<file path="config.mk">
export PLATFORM = sky130hd
export DESIGN_NAME = div
export DESIGN_NICKNAME = d
export VERILOG_FILES = /design/src/rtl/div_pkg.sv /design/src/rtl/div_step.sv /design/src/rtl/div.sv
export SDC_FILE = /design/constraint.sdc
export NUM_CORES = 1
export LEC_CHECK = 0
export CORE_ASPECT_RATIO = 0.8
export CORE_MARGIN = 2
export CORE_UTILIZATION = 50
export CTS_BUF_LIST = sky130_fd_sc_hd__clkbuf_2
export DETAILED_ROUTE_END_ITERATION = 10
export HOLD_SLACK_MARGIN = 0.05
export PLACE_DENSITY = 0.73
export SYNTH_ARGS = -nofsm -noshare
export SYNTH_HDL_FRONTEND = slang
export SYNTH_SLANG_ARGS = --single-unit
</file>
<file path="constraint.sdc">
create_clock -name clk -period 7.75 [get_ports clk]
set_input_delay 1.55 -clock clk [delete_from_list [all_inputs] [get_ports clk]]
set_output_delay 1.55 -clock clk [all_outputs]
set_load 0.02 [all_outputs]
</file>
<file path="src/rtl/div_pkg.sv">
// Shared encodings for the multi-cycle divider: FSM states and ready/start levels.
package div_pkg;

  typedef enum logic [1:0] {
    DivFree   = 2'b00,
    DivByZero = 2'b01,
    DivOn     = 2'b10,
    DivEnd    = 2'b11
  } div_state_e;

  localparam logic        DivResultReady    = 1'b1;
  localparam logic        DivResultNotReady = 1'b0;
  localparam logic        DivStart          = 1'b1;
  localparam logic        DivStop           = 1'b0;
  localparam logic [31:0] ZeroWord          = 32'h0000_0000;

endpackage

</file>
<file path="src/rtl/div_step.sv">
// One radix-2 restoring iteration: trial-subtract the divisor from the shifted partial remainder.
module div_step
  import div_pkg::*;
#(
  parameter int WIDTH = 32
) (
  input  logic [WIDTH:0]   partial_i,
  input  logic [WIDTH-1:0] divisor_i,
  output logic [WIDTH-1:0] rem_o,
  output logic             q_bit_o
);

  logic signed [WIDTH:0] diff;

  // The partial remainder is always below 2*divisor, so the difference fits WIDTH+1 signed bits.
  assign diff    = $signed(partial_i - {1'b0, divisor_i});
  assign q_bit_o = ~diff[WIDTH];
  assign rem_o   = q_bit_o ? diff[WIDTH-1:0] : partial_i[WIDTH-1:0];

endmodule

</file>
<file path="src/rtl/div.sv">
// Multi-cycle DIV/DIVU unit for EX: restoring divider with stall request and {rem, quo} result.
module div
  import div_pkg::*;
#(
  parameter int WIDTH = 32,
  parameter int CNT_W = 6
) (
  input  logic               clk,
  input  logic               rst_n,
  input  logic               signed_div_i,
  input  logic [WIDTH-1:0]   opdata1_i,
  input  logic [WIDTH-1:0]   opdata2_i,
  input  logic               start_i,
  input  logic               annul_i,
  output logic [2*WIDTH-1:0] result_o,
  output logic               ready_o,
  output logic               stall_req_o
);

  div_state_e         state_q, state_d;
  logic [CNT_W-1:0]   cnt_q, cnt_d;
  logic [WIDTH-1:0]   rem_q, rem_d;
  logic [WIDTH-1:0]   dvd_q, dvd_d;
  logic [WIDTH-1:0]   dvs_q, dvs_d;
  logic               sign1_q, sign1_d;
  logic               sign2_q, sign2_d;
  logic               sgn_q, sgn_d;
  logic [2*WIDTH-1:0] result_q, result_d;
  logic               ready_q, ready_d;
  logic [WIDTH-1:0]   step_rem;
  logic               step_bit;
  logic [WIDTH-1:0]   quo_next;

  function automatic logic [WIDTH-1:0] neg_if(input logic [WIDTH-1:0] v, input logic en);
    logic signed [WIDTH-1:0] sv;
    sv = $signed(v);
    return en ? $unsigned(-sv) : v;
  endfunction

  div_step #(.WIDTH(WIDTH)) u_step (
    .partial_i ({rem_q, dvd_q[WIDTH-1]}),
    .divisor_i (dvs_q),
    .rem_o     (step_rem),
    .q_bit_o   (step_bit)
  );

  // The dividend register shifts out MSB-first while quotient bits shift in at the bottom.
  assign quo_next    = {dvd_q[WIDTH-2:0], step_bit};
  assign stall_req_o = start_i & ~annul_i & ~ready_q;
  assign result_o    = result_q;
  assign ready_o     = ready_q;

  always_comb begin
    state_d  = state_q;
    cnt_d    = cnt_q;
    rem_d    = rem_q;
    dvd_d    = dvd_q;
    dvs_d    = dvs_q;
    sign1_d  = sign1_q;
    sign2_d  = sign2_q;
    sgn_d    = sgn_q;
    result_d = result_q;
    ready_d  = ready_q;
    case (state_q)
      DivFree: begin
        ready_d  = DivResultNotReady;
        result_d = '0;
        if (start_i && !annul_i) begin
          if (opdata2_i == '0) begin
            state_d = DivByZero;
          end else begin
            state_d = DivOn;
            cnt_d   = '0;
            rem_d   = '0;
            sign1_d = opdata1_i[WIDTH-1];
            sign2_d = opdata2_i[WIDTH-1];
            sgn_d   = signed_div_i;
            dvd_d   = neg_if(opdata1_i, signed_div_i & opdata1_i[WIDTH-1]);
            dvs_d   = neg_if(opdata2_i, signed_div_i & opdata2_i[WIDTH-1]);
          end
        end
      end
      DivByZero: begin
        if (start_i) begin
          state_d  = DivEnd;
          ready_d  = DivResultReady;
          result_d = '0;
        end else begin
          state_d = DivFree;
          cnt_d   = '0;
        end
      end
      DivOn: begin
        if (start_i) begin
          rem_d = step_rem;
          dvd_d = quo_next;
          cnt_d = cnt_q + 1'b1;
          if (cnt_q == CNT_W'(WIDTH - 1)) begin
            state_d  = DivEnd;
            ready_d  = DivResultReady;
            result_d = {neg_if(step_rem, sgn_q & sign1_q),
                        neg_if(quo_next, sgn_q & (sign1_q ^ sign2_q))};
          end
        end else begin
          state_d = DivFree;
          cnt_d   = '0;
        end
      end
      default: begin
        if (!start_i) begin
          state_d  = DivFree;
          ready_d  = DivResultNotReady;
          result_d = '0;
          cnt_d    = '0;
        end
      end
    endcase
    if (annul_i) begin
      state_d  = DivFree;
      ready_d  = DivResultNotReady;
      result_d = '0;
      cnt_d    = '0;
    end
  end

  always_ff @(posedge clk or negedge rst_n) begin
    if (!rst_n) begin
      state_q  <= DivFree;
      cnt_q    <= '0;
      result_q <= '0;
      ready_q  <= DivResultNotReady;
    end else begin
      state_q  <= state_d;
      cnt_q    <= cnt_d;
      result_q <= result_d;
      ready_q  <= ready_d;
    end
  end

  always_ff @(posedge clk) begin
    rem_q   <= rem_d;
    dvd_q   <= dvd_d;
    dvs_q   <= dvs_d;
    sign1_q <= sign1_d;
    sign2_q <= sign2_d;
    sgn_q   <= sgn_d;
  end

endmodule

</file>
Word-level counts from Yosys, hierarchy flattened. Index checks and enable logic that the tools add are counted. W data, S select, Z words.

Register bits: 172. Input port bits: 69. Output and inout port bits: 66. Logic and storage cells: 90.

Add/sub/neg operators: 6. Equality and inequality tests: 14. Multiplexer cells: 39. Bitwise operators: 11. Reduce and logical (&&, ||, !) cells: 10.

Operator list (number): $mux W32 (11); $mux W64 (5); $pmux W64 S3 (1); $neg A32 Y32 (4); $pmux W32 S2 (2); $sub A33 B32 Y33 (1); $logic_not A32 Y1 (1); $mux W6 (5); $ne A3 B3 Y1 const B (5); $mux W2 (7); $pmux W6 S2 (1); $reduce_and A3 Y1 (3); $reduce_and A4 Y1 (2); $add A6 B1 Y6 const B (1); $and A1 B1 Y1 (6); $eq A6 B5 Y1 const B (1); $ne A2 B2 Y1 const B (3); $pmux W2 S3 (1); $mux W1 (5); $ne A5 B1 Y1 const B (1); $ne A4 B1 Y1 const B (1); $ne A4 B4 Y1 const B (1); $not A1 Y1 (4); $pmux W1 S3 (1); 7 further kinds (7).

Longest topological paths before layout.
Word-level depth: 8. Depth in mapped cells: 25. Depth with buffers taken out: 20.

Modules after synthesis. From an unflattened synthesis, not the netlist that was laid out.

Cell total of the unflattened synthesis: 1205. Area total of the unflattened synthesis: 11496.0 um^2.

Modules (own cells, without submodules): div (times used 1, cells an instance 900, area each 9137.5 um^2, sequential area each 4799.6 um^2); div_step (times used 1, cells an instance 305, area each 2358.5 um^2, sequential area each 0.0 um^2).

Worst setup path before layout. Ideal clock, no wire load.

Path type: input port to flip-flop. Start: in opdata2_i[0]. End: reg dvd_q[0] (enable). Setup time: 0.486 ns. Arrival time: 5.287 ns. Required time: 7.264 ns. Path slack: 1.977 ns. Cell stages on the path: 11. Buffers on the path: 0. Cell sequence: inv_1 > ha_1 > nor3b_1 > nand3b_1 > or4_1 > nor2_1 > nand2_1 > nor3b_1 > nor2_1 > mux2i_1 > nor2_1.

Cells in the longest elaborated chain, start to end: 3.

RTL lines: start, declared (line div.sv:12) `input logic [WIDTH-1:0] opdata2_i,`; $logic_not A32 Y1 (line div.sv:69) `if (opdata2_i == '0) begin`; $ne A2 B2 Y1 (no line); $reduce_and A4 Y1 (no line); end signal, assigned (line div.sv:142) `dvd_q <= dvd_d;`; end, declared (line div.sv:23) `logic [WIDTH-1:0] dvd_q, dvd_d;`.

Every way passes these cells. A chain may end at the register's enable or synchronous reset.

Worst setup path in the final report.
Start: reg dvd_q[31]. End: reg result_q[22], in the netlist result_o[22].

Cells in the longest elaborated chain, start to end: 8.

RTL lines: $sub A33 B32 Y33 (line div_step.sv:16) `assign diff = $signed(partial_i - {1'b0, divisor_i});`; $not A1 Y1 (line div_step.sv:17) `assign q_bit_o = ~diff[WIDTH];`; $neg A32 Y32 (line div.sv:37) `return en ? $unsigned(-sv) : v;`; $mux W32 (line div.sv:37); $mux W64 (line div.sv:98) `if (cnt_q == CNT_W'(WIDTH - 1)) begin`; $mux W64 (line div.sv:94) `if (start_i) begin`; $pmux W64 S3 (line div.sv:64) `case (state_q)`; $mux W64 (line div.sv:118) `if (annul_i) begin`; end signal, assigned (line div.sv:135) `result_q <= result_d;`; end, declared (line div.sv:28) `logic [2*WIDTH-1:0] result_q, result_d;`.

Every way passes these cells. The select of a mux whose other input is x is not followed.

==> summary.md <==
| Metric | Value |
|---|---|
| Switch share | `43.1%` |
| CTS sink cnt | `172` |
| Vert. Die Dim | `139 um` |
| Hold Crit Depth | `2` |
| Most frequent cells in the layout | `172 x nand2_1, 141 x o21ai_0, 133 x clkdlybuf4s50_1, 99 x edfxtp_1, 77 x a21oi_1` |
| Hold crit path type | `flop to flop` |
| Synth async-reset ratio | `42.4%` |
| Crit path DAT | `6.40 ns` |
| Synth Area in Compound Gates | `17.9%` |
| XOR/XNOR Fraction of Synth Area | `11.2%` |
| Starting density of the core | `50.9%` |
| CP top delay family | `compound AO/OA/AOI/OAI gates` |
| Num ports | `135` |
| CP Capture Type | `flop` |
| Post-route ant nets | `0` |
| Max incr delay on CP | `0.68 ns` |
| Dpl cells | `1650` |
| Hold_sp | `result_o[26]` |
| Peak Freq | `175 MHz` |
| Max Slew Vio Count | `0` |
| Layout cell share with drive strength beyond 1 | `4.43%` |
| Warnings from Yosys | `0` |
| Sequential share of power | `36.2%` |
| P_leak | `5.18 nW` |
| Logic pwr share | `47.7%` |
| CTS Buf Count | `17` |
| Predominant post-synthesis flop cell | `edfxtp_1` |
| Syn nets | `1371` |
| CP max-delay cell | `o41ai_1` |
| CTS tree | `done` |
| Syn avg cell area | `9.08 um2` |
| Final Skew | `0.0345 ns` |
| Die area | `0.0241 mm2` |
| Routed vias/inst | `5.74` |
| Synthesis-to-finish area growth | `16.0%` |
| Critical Path Fanout Max | `39` |
| CP Launch Type | `flop` |
| Placer congestion estimate | `0.933` |
| # Post-CTS Setup Buffers | `0` |
| Clock-pin slew on the worst setup and hold paths | `0.28 ns` |
| Critical path origin | `dvd_q[31]` |
| Depth of the CTS H-tree | `4` |
| Mapped Area | `0.0114 mm2` |
| Reg2reg start | `dvd_q[31]` |
| Req. time, crit path | `8.42 ns` |
| Status | `completed` |
| Synth Area in Adders | `4.66%` |
| Crit path time final | `5.72 ns` |
| DR iter-0 viols | `852` |
| CTS Hold Bufs | `0` |
| Die W | `173 um` |
| Largest family of logic cells by synthesized area | `simple AND/OR/NAND/NOR gates` |
| Nets | `1474` |
| Int Power | `0.00201 W` |
| Post-synth EDFFs | `99` |
| Yosys reg bits | `172` |
| Area of the core | `0.0225 mm2` |
| Global Route Usage Sum | `24.1%` |
| VDD IR-drop max | `130 uV` |
| Bufs on Longest Clock Path | `2` |
| Worst r2r path cells | `19` |
| Antenna violations before repair | `1` |
| DP Wirelength | `22200 um` |
| PD cells | `266 mW/mm2` |
| Simple-Gate Fraction of Synth Area | `18.1%` |
| Final Instance Count excl. Fillers | `1683` |
| Psw | `0.00152 W` |
| Post-route setup TNS | `0 ns` |
| Tightest Pin Transition | `1.06 ns` |
| MaxCap Viol Count | `0` |
| Grt total ovfl | `0` |
| Most common cell after layout, fill and taps aside | `nand2_1` |
| DR pass1 iterations | `5` |
| DR WL/cell | `17.4 um` |
| Hold Fails Final Rpt | `0` |
| Post-cts resize count | `0` |
| Worst relative slew slack | `29.3%` |
| Pin count of the biggest net entering global routing | `74` |
| Via count | `9658` |
| RSZ-0062 raised after global routing | `no` |
| Cell Chain, Critical Path | `inv_1, ha_1, fa_1, nand2b_1, a21oi_1, o211a_1, o21ai_1, a21boi_2, nor2_8, inv_2, ha_1, nand2b_1, or2_2, or4_1, o41ai_1, o21ai_0, a21oi_1, xor2_1, o21ai_0` |
| Crit path buffers/inverters | `2` |
| Worst-Skew Late Latency | `0.77 ns` |
| CTS root buffer | `clkbuf_2` |
| Total routed wirelength | `29300 um` |
| First-pass GRT wire length | `46600 um` |
| Post-synthesis cell type count | `76` |
| Fin crit share | `73.8%` |
| Clock power frac | `16.1%` |
| Post-Synthesis Cells | `1260` |
| # DRC | `0` |
| Final setup violation count | `0` |
| Register area share after synthesis | `41.9%` |
| Setup Crit Path Kind | `flop to flop` |
| I/O Buffers | `134` |
| Vias in the first global route | `8871` |
| # rows | `49` |
| Cell depth of the worst setup path | `19` |
| Post-synthesis mux area share | `2.19%` |
==> state kept, by name (all words and copies together), names as in the netlist <==
signal and count:
state_q 2, sign2_q 1, dvd_q 32, cnt_q 6, sgn_q 1, result_o 64
sign1_q 1, rem_q 32, ready_o 1, dvs_q 32
==> cell type report <==
cell class,count,area (um2)
Fill cell,1959,9220
Multi-Input combinational cell,974,6200
Sequential cell,172,4800
Timing Repair Buffer,139,1380
Tap cell,306,383
Inverter,59,221
Clock inverter,15,213
Clock buffer,17,85.1
Antenna cell,1,2.50
==> through the flow <==
step           setup WS, ns  hold slack, ns  total power, W  util, %  instance area, um2
5_1_grt                1.70           0.544         0.00376     59.0               13300
4_1_cts                2.13           0.520         0.00351     59.0               13300
2_1_floorplan          1.98           0.460         0.00254        -               11400
3_3_place_gp           2.15           0.462         0.00292     57.7               13000
3_5_place_dp           1.90           0.470         0.00295     57.7               13000
6_report               2.03           0.515         0.00353     59.0               13300
==> power groups by stage <==
stage,sequential (W),clock [W],combinational (W)
after CTS,0.00127,0.000575,0.00166
after global routing,0.00129,0.000613,0.00186
after detailed placement,0.00129,0,0.00165
final,0.00128,0.000569,0.00168
after floorplan,0.00126,0,0.00127
after global placement,0.00129,0,0.00163
==> worst paths after layout <==
path | endpoint | slack (ns)
setup / recovery | result_o[22] | 2.03
hold / removal | result_o[26] | 0.52
setup reg to reg | result_o[22] | 2.03
hold reg to reg | result_o[26] | 0.52
max in group asynchronous | result_o[28] | 6.24
min in group asynchronous | result_o[7] | 0.87
==> kinds of logic (layout without fill, tap and decap cells) <==
group,Yosys count,after routing
AOI/OAI and AO/OA,341,341
adders and majority gates,42,42
muxes,25,25
other,0,1
and+or+nand+nor,420,420
xor gates and xnor gates,146,146
DFF,172,172
buffers and inverters,114,230
==> synthesized netlist by cell type (27+ instances only) <==
library cell	count	area, um2
a21oi_1	77	385
edfxtp_1	99	2970
dfrtp_1	73	1830
nor3_1	28	140
xor2_1	72	631
o21ai_0	141	706
xnor2_1	74	648
nor2b_1	27	169
nand2_1	172	646
inv_1	58	218
clkbuf_1	38	143
nor2_1	70	263
ha_1	41	513
==> worst reg2reg max path, delay by kind of cell, from the launching register on <==
family	cells	cell delay, ns
compound gates	8	2.23
simple gates	5	1.26
fa+ha+maj	3	0.91
buf+inv	2	0.62
flops	1	0.47
xor+xnor	1	0.15
==> routing by layer <==
| metal | GRT usage, % | wire (um) | part of all wire [%] | vias up |
|---|---|---|---|---|
| li1 | - | - | - | 4707 |
| met1 | 36.4 | 14200 | 48 | 4580 |
| met2 | 35.7 | 12800 | 44 | 332 |
| met3 | 4.45 | 1890 | 6.5 | 39 |
| met4 | 5.66 | 495 | 1.7 | 0 |
| met5 | 0 | 0 | 0 | - |
Note: power is estimated with default switching activity, not from simulation.
